===== src/rtl/phase_seq.sv =====
// rtl/phase_seq.sv - parametrised one-hot pipeline phase sequencer with stall, skip, halt/resume and retire.
// Optional retire counter enabled by macro PHASE_SEQ_RETIRE_CNT_EN.
module phase_seq #(
  parameter int NPH   = 5,
  parameter int SYNC  = 3,
  parameter int CNT_W = 32
) (
  input  logic             clk,
  input  logic             n_rst,
  input  logic             hlt,
  input  logic             stall,
  input  logic [NPH-1:0]   skip,
  input  logic             resume,
  output logic [NPH-1:0]   phase,
  output logic             running,
  output logic             halted,
  output logic             retire,
  output logic [CNT_W-1:0] retire_cnt
);

  localparam logic [NPH-1:0] ONE = {{(NPH-1){1'b0}}, 1'b1};

  typedef enum logic [1:0] {IDLE, RUN, HALTED} state_t;

  state_t           state, state_nxt;
  logic [SYNC-1:0]  sync;
  logic [NPH-1:0]   skip_q, skip_q_nxt, phase_nxt;
  logic [NPH-1:0]   mask, above, cand, step;
  logic             retire_nxt;

  always_ff @(posedge clk or negedge n_rst) begin
    if (!n_rst) sync <= '0;
    else        sync <= {sync[SYNC-2:0], 1'b1};
  end

  always_ff @(posedge clk or negedge n_rst) begin
    if (!n_rst) state <= IDLE;
    else        state <= state_nxt;
  end

  always_comb begin
    state_nxt = state;
    case (state)
      IDLE:    if (sync[SYNC-1]) state_nxt = RUN;
      RUN:     if (hlt) state_nxt = HALTED;
      HALTED:  if (resume && !hlt) state_nxt = RUN;
      default: state_nxt = IDLE;
    endcase
  end

  // Leaving phase[0] uses the freshly presented skip mask so it governs this instruction.
  always_comb begin
    mask     = phase[0] ? (skip & ~ONE) : skip_q;
    above[0] = 1'b0;
    for (int j = 1; j < NPH; j++) above[j] = above[j-1] | phase[j-1];
    cand = above & ~mask;
    step = cand & (~cand + ONE);
  end

  always_comb begin
    phase_nxt  = phase;
    skip_q_nxt = skip_q;
    retire_nxt = 1'b0;
    case (state)
      IDLE: if (sync[SYNC-1]) phase_nxt = ONE;
      RUN: begin
        if (hlt) begin
          phase_nxt = '0;
        end else if (!stall) begin
          if (phase[0]) skip_q_nxt = mask;
          if (|step) begin
            phase_nxt = step;
          end else begin
            phase_nxt  = ONE;
            retire_nxt = 1'b1;
          end
        end
      end
      HALTED:  phase_nxt = (resume && !hlt) ? ONE : '0;
      default: phase_nxt = '0;
    endcase
  end

  always_ff @(posedge clk or negedge n_rst) begin
    if (!n_rst) begin
      phase  <= '0;
      skip_q <= '0;
      retire <= 1'b0;
    end else begin
      phase  <= phase_nxt;
      skip_q <= skip_q_nxt;
      retire <= retire_nxt;
    end
  end

  assign running = (state == RUN);
  assign halted  = (state == HALTED);

`ifdef PHASE_SEQ_RETIRE_CNT_EN
  always_ff @(posedge clk or negedge n_rst) begin
    if (!n_rst)          retire_cnt <= '0;
    else if (retire_nxt) retire_cnt <= retire_cnt + 1'b1;
  end
`else
  assign retire_cnt = '0;
`endif

endmodule


===== config.mk =====
export PLATFORM = sky130hd
export DESIGN_NAME = phase_seq
export DESIGN_NICKNAME = d
export VERILOG_FILES = /design/src/rtl/phase_seq.sv
export SDC_FILE = /design/constraint.sdc
export NUM_CORES = 1
export LEC_CHECK = 0
export ABC_AREA = 1
export BUFFER_PORTS_ARGS = -buffer_cell sky130_fd_sc_hd__buf_4
export CAP_MARGIN = 20
export CELL_PAD_IN_SITES_DETAIL_PLACEMENT = 1
export CELL_PAD_IN_SITES_GLOBAL_PLACEMENT = 2
export CORE_MARGIN = 3
export CORE_UTILIZATION = 22
export CTS_BUF_LIST = sky130_fd_sc_hd__clkbuf_2
export DETAILED_ROUTE_END_ITERATION = 8
export PLACE_DENSITY_LB_ADDON = 0.1
export SKIP_LAST_GASP = 1
export SYNTH_ARGS = -nofsm -noshare
export SYNTH_HDL_FRONTEND = slang
export SYNTH_SLANG_ARGS = --single-unit
export TNS_END_PERCENT = 10

===== constraint.sdc =====
create_clock -name clk -period 1.1 [get_ports clk]
set_input_delay 0.11 -clock clk [delete_from_list [all_inputs] [get_ports clk]]
set_output_delay 0.11 -clock clk [all_outputs]
set_load 0.02 [all_outputs]

==> flow_metrics.env <==
export IMPL_status="complete, but fails checks"
export IMPL_violations="negative setup slack"
export IMPL_die_h_um=71.4
export IMPL_grt_max_degree=15
export IMPL_clk_latency_ns=0.28
export IMPL_timing_final_hold_violations=0
export IMPL_fin_skew_ns=0.000574
export IMPL_synth_distinct_cells=23
export IMPL_portBuffers=16
export IMPL_final_cells=198
export IMPL_cts_buffers=3
export IMPL_vias_per_cell=3.60
export IMPL_synth_top_cell_area_share_pct=37.3
export IMPL_htree_levels=1
export IMPL_grt_pass1_wl_um=3330
export IMPL_pwr_density_cell_mw_per_mm2=2230
export IMPL_cap_violations=0
export IMPL_finalCritPeriodShare_pct=114
export IMPL_drive_above_1_share_pct=35.1
export IMPL_cp_arrival_ns=1.46
export IMPL_syn_instance_count=116
export IMPL_syn2layout_area_growth_pct=26.1
export IMPL_wl_per_cell_um=10.6
export IMPL_synth_area_um2=940
export IMPL_synth_area_per_cell_um2=8.10
export IMPL_fp_row_count=23
export IMPL_setup_tns_ns=-1.23
export IMPL_worst_slack_ns=-0.151
export IMPL_vias=713
export IMPL_n_antenna_cell=0
export IMPL_p_leak_uw=0.000656
export IMPL_fp_dieW_um=71.4
export IMPL_vdd_ir_drop_max_mv=0.469
export IMPL_layout_common_cells="conb_1, buf_4, nand2_1"
export IMPL_grt_pass1_vias=728
export IMPL_first_pass_iters=4
export IMPL_clock_sinks=14
export IMPL_finalWeightedCongestion=0.716
export IMPL_nNetsFinal=159
export IMPL_crit_required_ns=1.31
export IMPL_hold_class="in2reg"
export IMPL_totalWireLength_um=2100
export IMPL_clock_root_buffer="clkbuf_2"
export IMPL_fillCellCount=498
export IMPL_setup_viol=14
export IMPL_fin_util_pct=29.2
export IMPL_seq_area_frac_synth_pct=37.3
export IMPL_synth_top_cell_by_area="dfrtp_1"
export IMPL_grt_antenna_before_repair=0
export IMPL_layout_commonest_cell="conb_1"
export IMPL_drc=0
export IMPL_dieArea_mm2=0.00509
export IMPL_dp_cells=188
export IMPL_rsz0062_at_grt="yes"
export IMPL_fin_crit_ns=1.25
export IMPL_slew_viol_final=0
export IMPL_fmax_mhz=799
export IMPL_post_dp_hpwl_um=1650
export IMPL_start_util_pct=23.2
export IMPL_clockBufferDepth=2
export IMPL_clk_pin_slew_ns=0.15
export IMPL_cts_tree="yes"
export IMPL_worstPathMaxFanout=8
export IMPL_synth_area_leaders="dfrtp_1, buf_4, nand2_1, inv_1, o21ai_0"
export IMPL_synth_seq_cells=14
export IMPL_cp_start_kind="flop"
export IMPL_ant_nets=0
export IMPL_io_pins=50
export IMPL_endpoint_kind="flop"
export IMPL_track_usage_pct=8.28
export IMPL_first_iter_violations=15
export IMPL_power_uw=2640
export IMPL_yosysWarningCount=0
export IMPL_core_mm2=0.00406
export IMPL_critical_path_class="reg2reg"
export IMPL_grt_ovfl_total=0
kinds of logic (layout without fill, tap and decap cells):
group	after synthesis	after routing	share of synthesized area [%]
buffers and inverters	47	48	32.6
flip-flops	14	14	37.3
AND/OR/NAND/NOR	41	41	21.7
other	2	33	0.799
AO/OA/AOI/OAI	12	12	7.59
worst max-delay path, stage by stage (launching register included):
cell and delay, ns:
dfrtp_2 0.46, nand2_4 0.08, nor2_4 0.06, buf_6 0.11
a21oi_4 0.24, nand4_1 0.12, o21ai_1 0.10
through the flow:
step                      worst slack (ns)  hold WS (ns)  instance area, um^2
final                               -0.151         0.126                 1180
after global routing                -0.260         0.113                 1180
after CTS                           -0.151        0.0992                 1160
after detailed placement            -0.142       -0.0156                 1050
after global placement              -0.139       -0.0191                 1050
after floorplan                     -0.112        -0.186                 1060
layer usage:
layer	global-route usage, %	wire length (um)	up-vias
met4	3.13	22	0
met3	2.24	172	2
met5	0	0	-
met1	9.94	903	332
met2	14.1	1000	28
li1	-	-	351
registers in the layout, summed over array words and instances (netlist names):
signal / count
phase: 5
skip_q: 3
sync: 3
state: 2
retire: 1
final cells by class:
cell class / instances / area [um^2] / area share, %
multi-input combinational: 86 / 448 / 37.8
sequential: 14 / 353 / 29.8
timing repair buffer: 30 / 248 / 20.9
tap: 50 / 62.6 / 5.28
inverter: 14 / 55.1 / 4.65
clock buffer: 3 / 15.0 / 1.27
clock inverter: 1 / 3.75 / 0.317
worst paths after layout:
path | startpoint | endpoint | slack, ns | depth (start not counted)
hold / removal | hlt | state[1] | 0.13 | 3
max in group asynchronous | n_rst | state[0] | 0.72 | 2
hold reg to reg | sync[0] | sync[1] | 0.37 | 0
setup reg to reg | state[0] | phase[2] | -0.15 | 6
min in group asynchronous | n_rst | phase[4] | 0.20 | 2
setup / recovery | state[0] | phase[2] | -0.15 | 6
cell usage after synthesis (all sizes together):
cell	instances
buf	33
nand2	23
dfrtp	14
inv	14
nor2	10
o21ai	7
nand3	4
a21oi	3
conb	2
or2	2
a21o	1
nand3b	1
nand4	1
o22ai	1
where the power goes:
group | switching [uW] | total [uW] | internal (uW)
Sequential | 135 | 798 | 663
Clock | 179 | 258 | 79.1
Combinational | 907 | 1590 | 679
timing repair:
item | 4_1_cts | 5_1_grt
pin swaps | 0 | 4
hold buffers | 3 | 0
endpoints found under the setup margin | 14 | 15
setup buffers | 0 | 3
cloned | 0 | 0
endpoints found under the hold margin | 16 | 0
gates resized for setup | 15 | 4
(Power assumes the default switching activity.)
